`config.mk`:
```
export PLATFORM = sky130hd
export DESIGN_NAME = hazard_ctrl
export DESIGN_NICKNAME = d
export VERILOG_FILES = /design/src/rtl/hazard_ctrl.sv
export SDC_FILE = /design/constraint.sdc
export NUM_CORES = 1
export LEC_CHECK = 0
export ABC_CLOCK_PERIOD_IN_PS = 3900
export BUFFER_PORTS_ARGS = -buffer_cell sky130_fd_sc_hd__buf_2
export CORE_MARGIN = 2
export CORE_UTILIZATION = 52
export CTS_CLUSTER_SIZE = 25
export DETAILED_ROUTE_END_ITERATION = 8
export PLACE_DENSITY_LB_ADDON = 0.15
export SETUP_SLACK_MARGIN = 0.05
export SLEW_MARGIN = 20
export SYNTH_ARGS = -nofsm -noshare
export SYNTH_HDL_FRONTEND = slang
export SYNTH_SLANG_ARGS = --single-unit
```
`constraint.sdc`:
```
create_clock -name clk_i -period 3.9 [get_ports clk_i]
set_clock_uncertainty 0.2 [all_clocks]
set_input_delay 0.585 -clock clk_i [delete_from_list [all_inputs] [get_ports clk_i]]
set_output_delay 0.585 -clock clk_i [all_outputs]
set_load 0.005 [all_outputs]
```
`src/rtl/hazard_ctrl.sv`:
```
// Pipeline hazard controller: load-use bubble, branch flush, data-memory stall with timeout abort.
// Zero latency: all controls decode combinationally from the current state and inputs.
// Backpressure: a pending memory access freezes the whole pipe until mem_ack_i or MEM_TIMEOUT.
// Optional HAZ_PERF_CNT_EN adds saturating stall-cycle and flush counters.
module hazard_ctrl #(
    parameter int unsigned MEM_TIMEOUT = 16
) (
    input  logic       clk_i,
    input  logic       rst_i,
    input  logic       start_i,
    input  logic       ID_EX_MemRead,
    input  logic [4:0] ID_EX_RegisterRt,
    input  logic [4:0] IF_ID_RegisterRs,
    input  logic [4:0] IF_ID_RegisterRt,
    input  logic       Branch_taken,
    input  logic       EX_MEM_MemReq,
    input  logic       mem_ack_i,
    output logic       PC_Write,
    output logic       IF_ID_Write,
    output logic       ID_EX_Bubble,
    output logic       IF_ID_Flush,
    output logic       Pipe_Freeze,
    output logic       mem_err_o,
`ifdef HAZ_PERF_CNT_EN
    output logic [31:0] stall_cycles_o,
    output logic [15:0] flush_cnt_o,
`endif
    output logic [1:0] state_o
);

    typedef enum logic [1:0] {
        IDLE     = 2'b00,
        RUN      = 2'b01,
        MEM_WAIT = 2'b10,
        ABORT    = 2'b11
    } state_t;

    localparam logic [7:0] TIMEOUT_C = MEM_TIMEOUT[7:0];

    state_t     state_q, state_d;
    logic [7:0] cnt_q, cnt_d;
    logic       load_use;
    logic       mem_hold;

    assign load_use = ID_EX_MemRead && (ID_EX_RegisterRt != 5'd0) &&
                      ((ID_EX_RegisterRt == IF_ID_RegisterRs) ||
                       (ID_EX_RegisterRt == IF_ID_RegisterRt));

    // In MEM_WAIT the access is already outstanding, so only the ack matters.
    assign mem_hold = (state_q == RUN) ? (EX_MEM_MemReq && !mem_ack_i) : !mem_ack_i;

    always_ff @(posedge clk_i) begin
        if (!rst_i) begin
            state_q <= IDLE;
            cnt_q   <= 8'd0;
        end else begin
            state_q <= state_d;
            cnt_q   <= cnt_d;
        end
    end

    always_comb begin
        state_d = state_q;
        cnt_d   = 8'd0;
        case (state_q)
            IDLE: begin
                if (start_i) state_d = RUN;
            end
            RUN: begin
                if (mem_hold) begin
                    state_d = MEM_WAIT;
                    cnt_d   = 8'd1;
                end
            end
            MEM_WAIT: begin
                if (mem_ack_i) begin
                    state_d = RUN;
                end else begin
                    if (cnt_q == TIMEOUT_C) state_d = ABORT;
                    cnt_d = (cnt_q == 8'hFF) ? cnt_q : cnt_q + 8'd1;
                end
            end
            ABORT:   state_d = IDLE;
            default: state_d = IDLE;
        endcase
    end

    // Outputs are forced to IDLE values while reset is asserted, whatever the state.
    always_comb begin
        PC_Write     = 1'b0;
        IF_ID_Write  = 1'b0;
        ID_EX_Bubble = 1'b0;
        IF_ID_Flush  = 1'b0;
        Pipe_Freeze  = 1'b1;
        mem_err_o    = 1'b0;
        if (rst_i) begin
            case (state_q)
                RUN, MEM_WAIT: begin
                    if (!mem_hold) begin
                        Pipe_Freeze = 1'b0;
                        if (load_use) begin
                            ID_EX_Bubble = 1'b1;
                        end else begin
                            PC_Write    = 1'b1;
                            IF_ID_Write = 1'b1;
                            IF_ID_Flush = Branch_taken;
                        end
                    end
                end
                ABORT:   mem_err_o = 1'b1;
                default: ;
            endcase
        end
    end

    assign state_o = rst_i ? state_q : IDLE;

`ifdef HAZ_PERF_CNT_EN
    logic [31:0] stall_q;
    logic [15:0] flush_q;

    always_ff @(posedge clk_i) begin
        if (!rst_i) begin
            stall_q <= 32'd0;
            flush_q <= 16'd0;
        end else begin
            if ((state_q != IDLE) && !PC_Write && (stall_q != 32'hFFFF_FFFF))
                stall_q <= stall_q + 32'd1;
            if (IF_ID_Flush && (flush_q != 16'hFFFF))
                flush_q <= flush_q + 16'd1;
        end
    end

    assign stall_cycles_o = stall_q;
    assign flush_cnt_o    = flush_q;
`endif

endmodule

```
; ---- Word level (Yosys, flattened, before mapping)
; Index checks and enable logic that the tools add are counted.
[totals]
register_bits = 10
inputBits = 22
out_inout_bits = 8
wordCells = 51
[classes]
addsub = 1
n_eq_ne = 11
muxes = 28
reduce_logical = 9
[ops]
columns = operator, count
row1 = $mux 1, 19
row2 = $mux 8, 2
row3 = $pmux 8 s2, 1
row4 = $eq 5x5->1, 2
row5 = $mux 2, 5
row6 = $add 8x1->8 const B, 1
row7 = $eq 8x5->1 const B, 1
row8 = $eq 8x8->1 const B, 1
row9 = $pmux 2 s4, 1
row10 = $ne 3x3->1 const B, 2
row11 = $reduce_bool 5->1, 1
row12 = $eq 2x2->1 const B, 2
row13 = $ne 2x2->1 const B, 2
row14 = $logic_and 1x1->1, 3
row15 = $reduce_and 3->1, 1
row16 = $eq 2x1->1 const B, 1
row17 = $logic_not 2->1, 1
row18 = $reduce_or 2->1, 1
row19 = $logic_not 1->1, 1
row20 = $logic_or 1x1->1, 1

; ---- Depth between registers and ports, before layout
[depth]
depth_word = 7
depth_mapped = 6
depth_no_buf = 6

; ---- Least setup slack after synthesis
; OpenSTA, ideal clock, no wires.
[synth_path]
path_kind = input to output
from = input ID_EX_RegisterRt[1]
to = output PC_Write
arrival_ps = 1623
required_ps = 3115
setup_slack_ps = 1492
cell_stages = 4
path_buffers = 1
cell_sequence = or4_1 o21a_1 a21oi_1 buf_4
[synth_between]
elab_chain_cells = 7
elab_cells_between_ends = 10
cone_classes = eq/ne (2) / mux (4) / reduce/logical (4)
[synth_rtl]
columns = item, line
row1 = "start, declared", 12  ; input logic [4:0] ID_EX_RegisterRt,
row2 = "$eq 5x5->1, or another cell as far along", 46  ; ((ID_EX_RegisterRt == IF_ID_RegisterRs) ||
row3 = $logic_or 1x1->1 or $logic_and 1x1->1 (tied branches), "46, 45"
row4 = $logic_and 1x1->1 *, 45  ; assign load_use = ID_EX_MemRead && (ID_EX_RegisterRt != 5'd0) &&
row5 = $mux 1 * (4 in series), --
row6 = "end, declared", 18  ; output logic PC_Write,
; Mark *: on every way between the ends. The rest lies on a longest branch, timed or not.

; ---- Worst setup path in the final report
[layout_path]
from = register state_q[1]
to = output ID_EX_Bubble
[layout_between]
elab_chain_cells = 5
elab_cells_between_ends = 7
cone_classes = eq/ne (2) / mux (4) / reduce/logical (1)
[layout_rtl]
columns = item, line
row1 = "start, declared", 40  ; state_t state_q, state_d;
row2 = "start signal, assigned", 57  ; state_q <= state_d;
row3 = $eq 2x1->1, "50, 97"
row4 = $mux 1, 50  ; assign mem_hold = (state_q == RUN) ? (EX_MEM_MemReq && !mem_ack_i) : !mem_ack_i;
row5 = $mux 1, 99  ; if (!mem_hold) begin
row6 = $mux 1 *, 97  ; case (state_q)
row7 = $mux 1 *, 96  ; if (rst_i) begin
row8 = "end, declared", 20  ; output logic ID_EX_Bubble,
; Marked as above.

==> flow_metrics.env <==
export IMPL_vias=761
export IMPL_power_switching_mw=0.124
export IMPL_syn_avg_cell_area_um2=8.76
export IMPL_dp_hpwl_mm=1.28
export IMPL_drt_vias_per_instance=5.36
export IMPL_grtUsageMet1_pct=25.0
export IMPL_tightest_slew_ns=0.507
export IMPL_synthMuxAreaShare_pct=1.22
export IMPL_grt_max_degree=9
export IMPL_ant_nets=0
export IMPL_yosysSeqAreaShare_pct=24.3
export IMPL_cap_violations=0
export IMPL_path_buf_inv=2
export IMPL_rr_worst_depth=6
export IMPL_hp_start="cnt_q[0]"
export IMPL_pin_count=30
export IMPL_synth_cells=94
export IMPL_holdPathStages=2
export IMPL_rsz0062_at_grt="false"
export IMPL_p_per_area_mw_per_mm2=361
export IMPL_ys_async_sr_fraction_pct=0
export IMPL_setup_viol=0
export IMPL_cp_data_arrival_time_ns=1.78
export IMPL_dieArea_mm2=0.00192
export IMPL_ir_drop_mv=0.291
export IMPL_slew_headroom_pct=66.1
export IMPL_drc=0
export IMPL_outcome="finished clean"
export IMPL_reg2reg_from="state_q[0]"
export IMPL_regToRegSetupSlack_ns=2.02
export IMPL_clk_pin_slew_ns=0.07
export IMPL_cts_tree="built"
export IMPL_synth_top_family_by_area="simple AND/OR/NAND/NOR gates"
export IMPL_synth_largest_area_cell="dfxtp_1"
export IMPL_drive_gt1_share_pct=31.7
export IMPL_crit_fanout=6
export IMPL_syn_num_nets=122
export IMPL_synth_top_area_share_pct=24.3
export IMPL_critical_path_slowest_cell="dfxtp_1"
export IMPL_hold_class="reg2reg"
export IMPL_wire_per_inst_um=11.3
export IMPL_dieWidth_um=43.8
export IMPL_grt_pass1_wl_mm=2.73
export IMPL_fin_crit_ns=2.56
export IMPL_slew_viol_final=0
export IMPL_clkLatencyLatePin_ns=0.26
export IMPL_p_clk_share_pct=25.7
export IMPL_antenna_found_initial=0
export IMPL_numPortBuffers=29
export IMPL_n_antenna_cell=0
export IMPL_nNetsFinal=155
export IMPL_cp_startpoint="state_q[1]"
export IMPL_core_area_mm2=0.00149
export IMPL_cts_setup_buffers=0
export IMPL_worst_slack_ns=1.34
export IMPL_synth_distinct_cells=41
export IMPL_grt_busiest_layer="met2"
export IMPL_start_util_pct=55.3
export IMPL_power_leakage_nw=0.439
export IMPL_fmax_ghz=0.390
export IMPL_yosys_cell_count_top_type="xnor2_1"
export IMPL_post_place_ws_ns=1.34
export IMPL_final_core_util_pct=68.3
export IMPL_crit_required_ns=3.12
export IMPL_clock_path_buffers=2
export IMPL_intPower_mw=0.244
export IMPL_fin_crit_sh_pct=65.7
export IMPL_drt_iter0_drc=9
export IMPL_htree_levels=1
export IMPL_r2r_end="cnt_q[0]"
export IMPL_crit_path_max_incr_delay_ns=0.44
export IMPL_synthSimpleGateAreaFrac_pct=27.7
export IMPL_cts_resized_gates=0
export IMPL_ys_ff_latch=10
export IMPL_grt_use_met2_pct=29.7
export IMPL_final_setup_tns_ns=0
export IMPL_cts_made_buffers=3
export IMPL_gp_congestion=0.784
export IMPL_syn_cell_area_um2=823
export IMPL_crit_family="flip-flops"
export IMPL_wirelength_mm=1.60
export IMPL_synth_compound_area_share_pct=19.8
export IMPL_holdBufCountCts=0
export IMPL_power_frac_comb_pct=40.4
export IMPL_synth_main_ff_cell="dfxtp_1"
export IMPL_netlist_top_cells_count="xnor2_1, dfxtp_1, inv_1"
export IMPL_start_kind="flop"
export IMPL_die_height_um=43.8
export IMPL_endpoint_kind="primary output"
export IMPL_grtUsageTotal_pct=18.8
export IMPL_critical_path_class="reg2out"
export IMPL_crit_chain="inv_1 > ha_1 > nor2b_1 > o211ai_1 > and3b_1 > buf_2"
export IMPL_first_global_vias=685
export IMPL_hold_path_end="cnt_q[0]"
export IMPL_yosysWarnings=0
export IMPL_synth_edf_count=0
export IMPL_synthXorXnorAreaFrac_pct=13.8
export IMPL_firstDrtPassIters=4
export IMPL_fp_row_count=14
export IMPL_clkSinkCount=10
export IMPL_hold_violations=0
export IMPL_sw_frac_of_total_pct=33.7
export IMPL_synthTopCellsByArea="dfxtp_1, xnor2_1, ha_1"
export IMPL_layout_area_overhead_vs_synth_pct=23.6
export IMPL_synthAdderAreaFrac_pct=9.12
export IMPL_root_buffer="clkbuf_4"
export IMPL_grt_ovfl_total=0
export IMPL_grtUsageMet3_pct=2.50
export IMPL_seqPwrFrac_pct=33.9
power groups by stage:
stage | clock network (mW) | logic (mW) | registers, mW
after floorplan | 0 | 0.107 | 0.124
after global placement | 0 | 0.146 | 0.126
after detailed placement | 0 | 0.148 | 0.127
after CTS | 0.0973 | 0.149 | 0.125
after global routing | 0.0994 | 0.167 | 0.127
final | 0.0943 | 0.148 | 0.125
placed cells by master, fill, tap and decap left out, drive strengths merged, types with 2 or more instances in the layout:
master	Yosys	layout
a21oi	5	5
and3	2	2
buf	1	29
inv	7	7
xor2	2	2
xnor2	11	11
nor2	6	6
nand2b	2	2
o21ai	2	2
dfxtp	10	10
and2	4	4
nand3	3	3
a211oi	3	3
nor3	2	2
nand2	6	6
ha	6	6
nor2b	2	2
clkbuf	0	4
per-layer routing:
layer | up-vias | wire [um]
met4 | 0 | 30
met2 | 20 | 727
met3 | 5 | 92
li1 | 398 | -
met1 | 338 | 748
met5 | - | 0
cell type report:
type / instances / area (um^2)
repair buffers: 29 / 145
well taps: 16 / 20.0
clock buffers: 4 / 36.3
inverters: 7 / 26.3
flip-flops and latches: 10 / 200
fillers: 132 / 472
multi-input cells: 76 / 589
registers in the layout (all words and copies together), names as in the netlist:
signal and flops:
cnt_q 8, state_q 2
kinds of logic (layout without fill, tap and decap cells):
kind of cell               count (synthesis)  count (layout)
adders and majority gates                  6               6
AOI/OAI and AO/OA                         21              21
and+or+nand+nor                           35              35
muxes                                      1               1
DFF                                       10              10
buffers and inverters                      8              40
xor gates and xnor gates                  13              13
worst register-to-register path, stage by stage, from the launching register on:
cell	delay, ns
dfxtp_1	0.37
inv_1	0.10
ha_1	0.28
nand2b_4	0.13
nor3_2	0.07
or4b_1	0.50
a21boi_1	0.16
worst max path at each step:
stage / endpoint / cells past startpoint / slack [ns]
final: ID_EX_Bubble / 6 / 1.34
after global routing: ID_EX_Bubble / 6 / 1.17
after CTS: ID_EX_Bubble / 6 / 1.31
after global placement: IF_ID_Flush / 5 / 1.39
after floorplan: PC_Write / 4 / 1.49
after detailed placement: IF_ID_Write / 5 / 1.34
per-stage QoR:
step	hold slack, ns	cell area (um^2)	cells	power, mW
floorplan	0.257	823	94	0.231
global placement	0.275	981	138	0.273
detailed placement	0.281	981	138	0.275
CTS	0.293	1020	142	0.372
global route	0.299	1020	142	0.394
finish	0.292	1020	142	0.367
Power figures use the tool's default switching activity.
